$ cat config.mk
export PLATFORM = sky130hd
export DESIGN_NAME = rom_reader_flat
export DESIGN_NICKNAME = d
export VERILOG_FILES = /design/src/rtl/rom_reader_pkg.sv /design/src/rtl/rom_reader_if.sv /design/src/rtl/rom_reader_buf.sv /design/src/rtl/rom_reader.sv /design/src/flat_wrapper.sv
export SDC_FILE = /design/constraint.sdc
export NUM_CORES = 1
export LEC_CHECK = 0
export BUFFER_PORTS_ARGS = -buffer_cell sky130_fd_sc_hd__buf_2
export CORE_ASPECT_RATIO = 1.25
export CORE_UTILIZATION = 45
export CTS_BUF_LIST = sky130_fd_sc_hd__clkbuf_8
export CTS_CLUSTER_DIAMETER = 40
export DETAILED_ROUTE_END_ITERATION = 12
export GPL_ROUTABILITY_DRIVEN = 0
export PLACE_DENSITY = 0.69
export SLEW_MARGIN = 20
export SYNTH_ARGS = -nofsm -noshare
export SYNTH_HDL_FRONTEND = slang
export SYNTH_SLANG_ARGS = --single-unit
$ cat constraint.sdc
create_clock -name clk -period 6.73 [get_ports clk]
set_clock_uncertainty 0.1 [all_clocks]
set_input_delay 0.673 -clock clk [delete_from_list [all_inputs] [get_ports clk]]
set_output_delay 0.673 -clock clk [all_outputs]
set_load 0.02 [all_outputs]
$ cat src/rtl/rom_reader_pkg.sv
// rom_reader shared types and constants.
// Imported by the reader, its buffer and its bus interface.
package rom_reader_pkg;

  localparam int ROM_DW = 32;
  localparam int ROM_AW = 6;
  localparam int DEPTH  = 2**ROM_AW;

  typedef enum logic [1:0] {
    IDLE  = 2'd0,
    RUN   = 2'd1,
    DRAIN = 2'd2
  } state_e;

endpackage

$ cat src/rtl/rom_reader_if.sv
// ROM read port plus valid/ready output stream of rom_reader.
// master = reader side, slave = ROM and stream consumer side.
interface rom_reader_if
  import rom_reader_pkg::*;
#(
  parameter int DW = ROM_DW,
  parameter int AW = ROM_AW
);

  logic          rom_en;
  logic [AW-1:0] rom_addr;
  logic [DW-1:0] rom_dout;
  logic          out_valid;
  logic          out_ready;
  logic [DW-1:0] out_data;
  logic          out_last;

  modport master (
    output rom_en, rom_addr,
    input  rom_dout,
    output out_valid, out_data, out_last,
    input  out_ready
  );

  modport slave (
    input  rom_en, rom_addr,
    output rom_dout,
    input  out_valid, out_data, out_last,
    output out_ready
  );

endinterface

$ cat src/rtl/rom_reader_buf.sv
// Two-entry registered FIFO holding words returned by the ROM.
// Slot 0 is always the head, so rd_data comes straight from a flop.
module rom_reader_buf
  import rom_reader_pkg::*;
#(
  parameter int DW = ROM_DW
) (
  input  logic          clk,
  input  logic          rst,
  input  logic          wr_en,
  input  logic [DW-1:0] wr_data,
  input  logic          wr_last,
  input  logic          pop,
  output logic [1:0]    occ,
  output logic          rd_valid,
  output logic [DW-1:0] rd_data,
  output logic          rd_last
);

  logic [DW-1:0] d0_q, d0_d, d1_q, d1_d;
  logic          l0_q, l0_d, l1_q, l1_d;
  logic [1:0]    occ_q, occ_d, occ_rem;

  always_comb begin
    d0_d    = d0_q;
    d1_d    = d1_q;
    l0_d    = l0_q;
    l1_d    = l1_q;
    occ_rem = occ_q - {1'b0, pop};
    if (pop && occ_q == 2'd2) begin
      d0_d = d1_q;
      l0_d = l1_q;
    end
    if (wr_en) begin
      if (occ_rem == 2'd0) begin
        d0_d = wr_data;
        l0_d = wr_last;
      end else begin
        d1_d = wr_data;
        l1_d = wr_last;
      end
    end
    occ_d = occ_rem + {1'b0, wr_en};
  end

  always_ff @(posedge clk) begin
    if (rst) begin
      d0_q  <= '0;
      d1_q  <= '0;
      l0_q  <= 1'b0;
      l1_q  <= 1'b0;
      occ_q <= 2'd0;
    end else begin
      d0_q  <= d0_d;
      d1_q  <= d1_d;
      l0_q  <= l0_d;
      l1_q  <= l1_d;
      occ_q <= occ_d;
    end
  end

  assign occ      = occ_q;
  assign rd_valid = (occ_q != 2'd0);
  assign rd_data  = d0_q;
  assign rd_last  = l0_q & rd_valid;

endmodule

$ cat src/rtl/rom_reader.sv
// Read initiator: walks base..base+len-1 through the ROM and streams
// the words out with a last marker, never holding more than two words.
module rom_reader
  import rom_reader_pkg::*;
#(
  parameter int DW = ROM_DW,
  parameter int AW = ROM_AW
) (
  input  logic          clk,
  input  logic          rst,
  input  logic          start,
  input  logic [AW-1:0] base,
  input  logic [AW:0]   len,
  output logic          busy,
  output logic          done,
  rom_reader_if.master  bus
);

  state_e        state_q, state_d;
  logic [AW-1:0] addr_q, addr_d;
  logic [AW:0]   rem_q, rem_d;
  logic          infl_q, infl_d;
  logic          inlast_q, inlast_d;
  logic          done_q, done_d;
  logic [1:0]    occ;
  logic          pop;
  logic          issue;
  logic          rem_one;
  logic [2:0]    pending;

  assign pop     = bus.out_valid & bus.out_ready;
  assign rem_one = (rem_q == {{AW{1'b0}}, 1'b1});
  // Words that will still occupy the buffer after this cycle's pop.
  assign pending = {1'b0, occ} + {2'b0, infl_q} - {2'b0, pop};
  assign issue   = (state_q == RUN) && (rem_q != '0)
                && (pending <= 3'd1);

  always_comb begin
    state_d  = state_q;
    addr_d   = addr_q;
    rem_d    = rem_q;
    done_d   = 1'b0;
    infl_d   = issue;
    inlast_d = issue & rem_one;
    if (issue) begin
      addr_d = addr_q + {{(AW-1){1'b0}}, 1'b1};
      rem_d  = rem_q - {{AW{1'b0}}, 1'b1};
    end
    unique case (state_q)
      IDLE: begin
        if (start) begin
          if (len != '0) begin
            state_d = RUN;
            addr_d  = base;
            rem_d   = len;
          end else begin
            done_d = 1'b1;
          end
        end
      end
      RUN: begin
        if (issue && rem_one) begin
          state_d = DRAIN;
        end
      end
      DRAIN: begin
        if (!infl_q && (occ == 2'd0 || (occ == 2'd1 && pop))) begin
          state_d = IDLE;
          done_d  = 1'b1;
        end
      end
      default: state_d = IDLE;
    endcase
  end

  always_ff @(posedge clk) begin
    if (rst) begin
      state_q  <= IDLE;
      addr_q   <= '0;
      rem_q    <= '0;
      infl_q   <= 1'b0;
      inlast_q <= 1'b0;
      done_q   <= 1'b0;
    end else begin
      state_q  <= state_d;
      addr_q   <= addr_d;
      rem_q    <= rem_d;
      infl_q   <= infl_d;
      inlast_q <= inlast_d;
      done_q   <= done_d;
    end
  end

  rom_reader_buf #(.DW(DW)) u_buf (
    .clk      (clk),
    .rst      (rst),
    .wr_en    (infl_q),
    .wr_data  (bus.rom_dout),
    .wr_last  (inlast_q),
    .pop      (pop),
    .occ      (occ),
    .rd_valid (bus.out_valid),
    .rd_data  (bus.out_data),
    .rd_last  (bus.out_last)
  );

  assign busy         = (state_q != IDLE);
  assign done         = done_q;
  assign bus.rom_en   = issue;
  assign bus.rom_addr = addr_q;

endmodule

$ cat src/flat_wrapper.sv
// flat-port wrapper written by rule: the top's interface ports become plain ports
module rom_reader_flat import rom_reader_pkg::*;
#(
  parameter int DW = ROM_DW,
  parameter int AW = ROM_AW
)
  (clk, rst, start, base, len, busy, done, bus_rom_en, bus_rom_addr, bus_rom_dout, bus_out_valid, bus_out_data, bus_out_last, bus_out_ready);
  rom_reader_if #(.DW(DW), .AW(AW)) bus_i ();
  input  logic clk;
  input  logic rst;
  input  logic start;
  input  logic [AW-1:0] base;
  input  logic [AW:0] len;
  output logic busy;
  output logic done;
  output wire logic [$bits(bus_i.rom_en)-1:0] bus_rom_en;
  output wire logic [$bits(bus_i.rom_addr)-1:0] bus_rom_addr;
  input wire logic [$bits(bus_i.rom_dout)-1:0] bus_rom_dout;
  output wire logic [$bits(bus_i.out_valid)-1:0] bus_out_valid;
  output wire logic [$bits(bus_i.out_data)-1:0] bus_out_data;
  output wire logic [$bits(bus_i.out_last)-1:0] bus_out_last;
  input wire logic [$bits(bus_i.out_ready)-1:0] bus_out_ready;
  assign bus_rom_en = bus_i.rom_en;
  assign bus_rom_addr = bus_i.rom_addr;
  assign bus_i.rom_dout = bus_rom_dout;
  assign bus_out_valid = bus_i.out_valid;
  assign bus_out_data = bus_i.out_data;
  assign bus_out_last = bus_i.out_last;
  assign bus_i.out_ready = bus_out_ready;
  rom_reader #(.DW(DW), .AW(AW)) u_core (.clk(clk), .rst(rst), .start(start), .base(base), .len(len), .busy(busy), .done(done), .bus(bus_i));
endmodule
* Word-level counts from Yosys, hierarchy flattened
Index checks and enable logic that the tools add are counted.
W data, S select, Z words.
** Storage, ports and cells
- Register bits after elaboration :: 86
- Input port bits :: 49
- Output and inout bits :: 43
- Logic and storage cells :: 71
** Operators by class
- Add/sub/neg operators :: 6
- Order comparisons :: 1
- Equal/unequal tests :: 9
- Mux-type cells :: 23
- Bitwise operators :: 4
- Reductions and logical operators :: 17
** Operators with widths (number)
- $mux W32 :: 3
- $mux W7 :: 4
- $mux W6 :: 4
- $reduce_bool A7 Y1 :: 2
- $mux W2 :: 4
- $eq A7 B1 Y1 const B :: 1
- $sub A7 B1 Y7 const B :: 1
- $add A6 B1 Y6 const B :: 1
- $logic_and A1 B1 Y1 :: 6
- $logic_not A2 Y1 :: 3
- $mux W1 :: 6
- $pmux W2 S3 :: 1
- $eq A2 B1 Y1 const B :: 2
- $eq A2 B2 Y1 const B :: 2
- $ne A2 B1 Y1 const B :: 2
- $ne A2 B2 Y1 const B :: 2
- $reduce_and A4 Y1 :: 1
- $reduce_bool A2 Y1 :: 2
- $add A2 B1 Y3 :: 1
- $and A1 B1 Y1 :: 3
- $le A3 B1 Y1 const B :: 1
- $sub A3 B1 Y3 :: 1
- $add A2 B1 Y2 :: 1
- $pmux W1 S2 :: 1
- other kinds (5) :: 5

* Depth between registers and ports, before layout
Gate-level depths: netlist (run 1).
- Word-level depth :: 9
- Mapped depth :: 12
- Depth with buffers taken out :: 11

* Modules after synthesis
A second synthesis (run 1) with hierarchy kept.
** Unflattened totals
- Cell total of the unflattened synthesis :: 471
- Area total of the unflattened synthesis :: 4426.7 um^2
** Modules (own cells, without submodules)
- rom_reader_buf :: instances 1, cells an instance 346, area an instance 3289.4 um^2, sequential area each 1361.3 um^2
- rom_reader :: instances 1, cells an instance 125, area an instance 1137.3 um^2, sequential area each 360.3 um^2

* Least setup slack after synthesis (run 1)
No wires, ideal clock.
- Path kind :: flip-flop to output port
- Start point :: register u_core.u_buf.occ_q[1], in the netlist u_core.u_buf.occ[1]
- End point :: output port bus_rom_en
- Arrival time :: 2.154 ns
- Required time :: 5.957 ns
- Slack :: 3.803 ns
- Stages on the path, launching flop included :: 11
- Path buffers :: 1
- Path through :: dfxtp_1 or2_2 nand2_1 xnor2_1 ha_1 inv_1 fa_1 xnor2_1 and4b_1 and2_1 buf_2
** On the way
- Word-level cells in the longest chain between the ends :: 5
- Elaborated cells between the ends (all ways) :: 6
- Those cells by class :: 2 x add/sub; 1 x order compare; 1 x bitwise; 2 x reduce/logical
** RTL lines
- start: declaration :: RTL line rom_reader_buf.sv:22 : logic [1:0] occ_q, occ_d, occ_rem;
- start signal: assignment :: RTL line rom_reader_buf.sv:52 : occ_q <= 2'd0;
- start signal: assignment :: RTL line rom_reader_buf.sv:58 : occ_q <= occ_d;
- $reduce_bool A2 Y1 :: RTL line rom_reader_buf.sv:63 : assign rd_valid = (occ_q != 2'd0);
- net bus_out_valid :: RTL line flat_wrapper.sv:19 : output wire logic [$bits(bus_i.out_valid)-1:0] bus_out_valid;
- $and A1 B1 Y1 :: RTL line rom_reader.sv:31 : assign pop = bus.out_valid & bus.out_ready;
- $sub A3 B1 Y3 :: RTL line rom_reader.sv:34 : assign pending = {1'b0, occ} + {2'b0, infl_q} - {2'b0, pop};
- $le A3 B1 Y1 :: RTL line rom_reader.sv:36 : && (pending <= 3'd1);
- $logic_and A1 B1 Y1 :: RTL line rom_reader.sv:36
- end: declaration :: RTL line flat_wrapper.sv:16 : output wire logic [$bits(bus_i.rom_en)-1:0] bus_rom_en;
The timed path passes the listed nets, and every way through them passes these cells.

* Worst setup path in the final report (run 1)
- Start point :: register u_core.u_buf.occ_q[1], in the netlist u_core.u_buf.occ[1]
- End point :: output port bus_rom_en
** On the way
- Word-level cells in the longest chain between the ends :: 5
- Elaborated cells between the ends (all ways) :: 6
- Those cells by class :: 2 x add/sub; 1 x order compare; 1 x bitwise; 2 x reduce/logical
** RTL lines (RTL line)
- parallel branches: the longest is 2 deep, another holds $add A2 B1 Y3
- $sub A3 B1 Y3 * :: rom_reader.sv:34
- $le A3 B1 Y1 * :: rom_reader.sv:36
- $logic_and A1 B1 Y1 * :: rom_reader.sv:36
Every way passes the cells marked *.

==> impl_metrics.csv, run 1 <==
group,metric,value,unit
yosys,synth_most_common_cell,"dfxtp_1",
yosys,netlist_top_cells_area,"dfxtp_1 46%, mux2i_1 9.1%, a211oi_1 7.5%, nand2_1 7.3%, a21oi_1 4.8%",
final_layout,nNetsFinal,547,
global_routing,grt_antenna_before_repair,0,
place,postPlaceCellArea,4184,µm²
clocking,cts.reportedPaths.clkPinSlew,0.08,ns
floorplan,core,7928,µm²
route,drc,0,
sta,tightest_slew,0.8493,ns
setup_path,worst_ep_arrival_time,3.06,ns
final_layout,drive_above_1_share,0.2465,
final_layout,design_area,4378,µm²
worst_hold_path,hold_class,"flip-flop to flip-flop",
global_routing,track_usage,0.2002,
yosys,synth_compound_area_frac,0.1495,
sta,fin_crit,3.833,ns
floorplan,start_util,0.4699,
clocking,cts_setup_buffers,0,
route,vias,3191,
sta,finalSetupTns,0,ns
clocking,cts_tree,"yes",
clocking,numCtsBuffers,9,
sta,hold_violations,0,
pwr,powerDensity,254.0,nW/µm²
yosys,syn-mean-instance-area,8.954,µm²
yosys,synth_seq_area_share,0.4622,
floorplan,die_w,83.38,µm
setup_path,crit_required,5.96,ns
place,numPortBuffers,91,
yosys,synth.top_cells.by_count,"86 x dfxtp_1, 72 x nand2_1, 43 x nor2_1, 37 x a211oi_1, 36 x a21oi_1",
pwr,ir_drop,151.7,µV
final_layout,syn_to_final_growth,17.53,%
route,drt-initial-drc-count,151,
final_layout,diodes,0,
setup_path,end_kind,"output port",
global_routing,grt_pass1_vias,3132,
clocking,hold_buffers,0,
floorplan,die_area,8648,µm²
global_routing,grt_pass1_wl,14130,µm
sta,clock.fmax,0.2609,GHz
clocking,clkSinkCount,86,
run,max_cap_viol_count,0,
setup_path,crit_fanout,11,
floorplan,io_pins,92,
clocking,cts_root_buf,"clkbuf_8",
setup_path,crit_path_start_kind,"flip-flop",
sta,drv_slew,0,
yosys,ys_async_sr_fraction,0,
yosys,synth.cell_area,3725,µm²
outcome,outcome,"finished clean",
yosys,synth_edf_count,0,
yosys,post_synth_fa_ha_maj_area_fraction,0.02553,
route,routed_via_density,5.408,
route,routedWlPerCell,14.05,µm
global_routing,grt_remaining_overflow,0,
yosys,synth_seq_cells,86,
place,pre_cts_slack,3.177,ns
route,drtPass1Iterations,5,
sta,setup_slack,2.897,ns
yosys,synth_top_family_by_area,"simple AND/OR/NAND/NOR gates",
sta,finalCritPeriodShare,0.5695,
clocking,htreeDepth,3,
yosys,synthCells,416,
yosys,synthMuxAreaShare,0.09137,
yosys,ys_types,39,
clocking,cts_max_path_buffers,2,
route,wl,8289,µm
yosys,syn-num-nets,472,
yosys,synth_top_area_frac,0.4622,
yosys,synth_top_area_cell,"dfxtp_1",
setup_path,crit_type,"flip-flop to output port",
sta,relSlewSlack,0.4338,
clocking,ctsResizeCount,0,
floorplan,rows,36,
floorplan,die_h,103.7,µm
yosys,ys.flop_type,"dfxtp_1",
sta,hold_slack,0.3583,ns
yosys,yosys.area_share.xor_xnor,0.03292,
final_layout,final_core_util,0.5522,
route,ant_nets,0,
sta,finalSetupViolations,0,
clocking,insertion_delay,0.35,ns
sta,rsz0062_at_grt,"no",
yosys,yosysWarnings,0,
global_routing,grt_max_degree,82,
pwr,leakagePower,2.000,nW
place,hpwlAfterDp,5351,µm
yosys,synthSimpleGateAreaFrac,0.1935,
-- per-stage QoR --
| step | instances | power, mW |
|---|---|---|
| 2_1_floorplan | 416 | 0.7068 |
| 3_3_place_gp | 575 | 0.7617 |
| 3_5_place_dp | 575 | 0.7664 |
| 4_1_cts | 590 | 1.127 |
| 5_1_grt | 590 | 1.170 |
| 6_report | 590 | 1.112 |
-- critical path, stage by stage (launching register included) --
cell     delay (ns)
dfxtp_1        0.38
or2_2          0.34
nand2_1        0.11
xnor2_1        0.13
ha_1           0.16
inv_1          0.05
fa_1           0.37
xnor2_1        0.15
and4b_1        0.44
and2_1         0.36
buf_2          0.23
-- area by class of cell --
class | count | area [µm²]
Multi-Input combinational cell | 294 | 1836
Fill cell | 735 | 3550
Inverter | 4 | 15.01
Sequential cell | 86 | 1722
Clock buffer | 9 | 123.9
Clock inverter | 6 | 70.07
Timing Repair Buffer | 96 | 493.0
Tap cell | 95 | 118.9
-- placed cells by master, fill, tap and decap left out, types with 2 or more instances in the layout --
cell type,count
a21oi_1,36
nand3_1,5
xnor2_1,9
inv_6,2
and3_1,3
and2_1,3
ha_1,6
a211oi_1,37
nor2b_1,3
a211oi_2,3
dfxtp_1,86
nand2b_1,2
a22o_1,6
clkbuf_8,9
mux2i_1,34
clkinvlp_4,3
nand3b_1,4
inv_1,4
buf_4,5
buf_2,91
nand2_1,72
xor2_1,5
nand4_1,5
nor2_2,3
nor2_1,43
nor3_1,2
-- layer usage --
metal,wire (µm),share of wire,vias up,track usage
li1,-,-,1587,-
met1,3559,0.43,1517,0.2326
met2,4165,0.50,78,0.3525
met3,432,0.052,9,0.04462
met4,132,0.016,0,0.08128
met5,0,0,-,0
-- cell families (layout without fill, tap and decap cells) --
| group | after synthesis | in the layout |
|---|---|---|
| multiplexers | 34 | 34 |
| AO/OA/AOI/OAI | 83 | 83 |
| flip-flops | 86 | 86 |
| AND/OR/NAND/NOR | 156 | 156 |
| adder cells (fa/ha/maj) | 7 | 7 |
| XOR/XNOR | 14 | 14 |
| buffers and inverters | 36 | 115 |
-- where the power goes --
group          leakage [nW]  switching [mW]  internal [mW]
Sequential            0.699          0.0225          0.540
Combinational          1.21           0.116         0.0756
Clock                0.0883           0.186          0.172
Total                  2.00           0.324          0.788
-- path summary, 6_finish.rpt --
kind / startpoint / to / slack (ns) / cells past startpoint
max reg2reg: u_core.u_buf.occ[1]$_SDFF_PP0_ / u_core.bus.rom_addr[1]$_SDFF_PP0_ / 3.68 / 11
min: u_core.u_buf.d1_q[4]$_SDFFE_PP0P_ / u_core.u_buf.d1_q[4]$_SDFFE_PP0P_ / 0.36 / 2
max: u_core.u_buf.occ[1]$_SDFF_PP0_ / bus_rom_en / 2.90 / 10
min reg2reg: u_core.u_buf.d1_q[4]$_SDFFE_PP0P_ / u_core.u_buf.d1_q[4]$_SDFFE_PP0P_ / 0.36 / 2
-- registers in the layout, indices dropped and copies added (netlist names), 2 cells and up --
signal                flops
u_core.bus.rom_addr       6
u_core.rem_q              7
u_core.state_q            2
u_core.u_buf.d1_q        32
u_core.u_buf.occ          2
u_core.u_buf.rd_data     32
No activity file was read; power rests on OpenSTA's default activity.
==> run 2: changes to the inputs <==
- clock period: 6.73 -> 3.6 ns (I/O delays scaled with it)
==> run 2 against run 1 <==
Net effect:
- flip-flop and latch count is the same
- routed wire length down 1.4%
- first-iteration DRC count is 23% higher
- critical path depth unchanged
- sequential power grew 87%
- cell count rose by 0.34%
- via count down 2.5%
==> impl_metrics.csv, run 2 (synthesized netlist as in run 1, its figures left out) <==
group,metric,value,unit
floorplan,die_w,83.38,µm
sta,hold_slack,0.1358,ns
setup_path,regToRegStartpoint,"u_core.u_buf.occ[1]$_SDFF_PP0_",
final_layout,final_core_util,0.5595,
setup_path,crit_fanout,7,
clocking,hold_buffers,0,
clocking,cts.reportedPaths.clkPinSlew,0.08,ns
final_layout,layout_common_cells,"91 x buf_2, 86 x dfxtp_1, 72 x nand2_1, 43 x nor2_1, 37 x a211oi_1",
clocking,htreeDepth,3,
sta,clock.fmax,0.3087,GHz
setup_path,crit_path_start_kind,"flip-flop",
sta,finalSetupViolations,0,
clocking,cts_setup_buffers,0,
place,hpwlAfterDp,5286,µm
route,drc,0,
sta,relSlewSlack,0.3661,
setup_path,cp-startpoint,"u_core.u_buf.occ[1]$_SDFF_PP0_",
global_routing,grt_max_degree,52,
global_routing,grt_antenna_before_repair,0,
final_layout,multiInputGateArea,1836,µm²
clocking,cts_tree,"yes",
final_layout,final_common_cell,"buf_2",
final_layout,diodes,0,
pwr,leakagePower,2.045,nW
clocking,insertion_delay,0.36,ns
floorplan,core,7928,µm²
clocking,cts_max_path_buffers,2,
final_layout,seqCellArea,1722,µm²
global_routing,grt_pass1_wl,13740,µm
global_routing,grt_remaining_overflow,0,
route,routedWlPerCell,13.81,µm
outcome,outcome,"finished clean",
pwr,powerDensity,500.9,nW/µm²
clocking,cts_root_buf,"clkbuf_8",
place,place_inst,577,
setup_path,crit_path_frequent_cell,"xnor2_1",
setup_path,cp_slowest_stage_delay,0.38,ns
setup_path,crit_type,"flip-flop to output port",
final_layout,instances_no_fill,592,
sta,tightest_slew,0.9508,ns
place,pre_cts_slack,0.7378,ns
route,ant_nets,0,
sta,drv_slew,0,
floorplan,die_h,103.7,µm
route,routed_via_density,5.253,
setup_path,crit_required,3.14,ns
floorplan,io_pins,92,
floorplan,rows,36,
place,numPortBuffers,91,
sta,rsz0062_at_grt,"no",
floorplan,die_area,8648,µm²
route,wl,8174,µm
pwr,ir_drop,287.4,µV
setup_path,worst_ep_arrival_time,2.78,ns
sta,setup_slack,0.3605,ns
route,drt-initial-drc-count,186,
worst_hold_path,hold_path.startpoint,"len[2]",
route,vias,3110,
setup_path,path_cells,"or2_2 > nand2_1 > xnor2_1 > ha_1 > inv_1 > fa_1 > xnor2_1 > and4b_1 > and2_1 > buf_2",
setup_path,crit_slowest_cell,"dfxtp_1",
global_routing,grt_pass1_vias,3095,
final_layout,syn_to_final_growth,19.08,%
setup_path,end_kind,"output port",
sta,fin_crit,3.239,ns
clocking,clkSinkCount,86,
sta,finalSetupTns,0,ns
run,max_cap_viol_count,0,
route,drtPass1Iterations,4,
sta,finalCritPeriodShare,0.8999,
final_layout,drive_above_1_share,0.2475,
global_routing,track_usage,0.1968,
sta,hold_violations,0,
final_layout,fill_cells,751,
clocking,ctsResizeCount,0,
final_layout,nNetsFinal,549,
floorplan,start_util,0.4699,
worst_hold_path,hold_class,"input pin to flip-flop",
clocking,numCtsBuffers,9,
## run 2: changes by cell type in the layout (fill, tap and decap cells not counted)
cell	previous run	this run
inv_6	2	0
inv_1	4	5
buf_4	5	7
clkinvlp_4	3	0
bufinv_16	1	3
clkbuf_8	9	10
clkinv_2	0	1
## run 2: per-layer routing
layer / vias to the layer above / share of wire / track usage
met5: - / 0 / 0
met4: 0 / 0.022 / 0.1022
met3: 12 / 0.054 / 0.04382
met2: 77 / 0.49 / 0.3378
met1: 1436 / 0.44 / 0.2272
li1: 1585 / - / -
## run 2: critical path: cells and delay by family (launching register included)
kind | cells | cell delay [ns]
and+or+nand+nor | 4 | 0.97
adders and majority gates | 2 | 0.53
DFF | 1 | 0.38
xor gates and xnor gates | 2 | 0.27
buffers and inverters | 2 | 0.27
## run 2: path summary, 6_finish.rpt
kind | slack [ns] | endpoint | cells after the start
worst max register to register | 0.83 | u_core.rem_q[6]$_SDFF_PP0_ | 12
worst min-delay path | 0.14 | u_core.rem_q[2]$_SDFF_PP0_ | 2
worst max-delay path | 0.36 | bus_rom_en | 10
worst min register to register | 0.35 | u_core.u_buf.d1_q[22]$_SDFFE_PP0P_ | 2
## run 2: per-stage QoR
step | area, µm² | power [mW]
floorplan | 3725 | 1.321
global placement | 4199 | 1.431
detailed placement | 4199 | 1.437
CTS | 4436 | 2.250
global route | 4436 | 2.319
finish | 4436 | 2.222
## run 2: cell type report
type / count / area share
Inverter: 4 / 0.003385
Timing Repair Buffer: 98 / 0.1145
Clock inverter: 5 / 0.02228
Sequential cell: 86 / 0.3882
Multi-Input combinational cell: 294 / 0.4138
Clock buffer: 10 / 0.03103
Tap cell: 95 / 0.02680
## run 2: power breakdown
| part | switching (mW) | internal [mW] | leakage, nW | total, mW |
|---|---|---|---|---|
| Combinational | 0.218 | 0.144 | 1.22 | 0.362 |
| Sequential | 0.0424 | 1.01 | 0.699 | 1.05 |
| Clock | 0.335 | 0.473 | 0.124 | 0.808 |
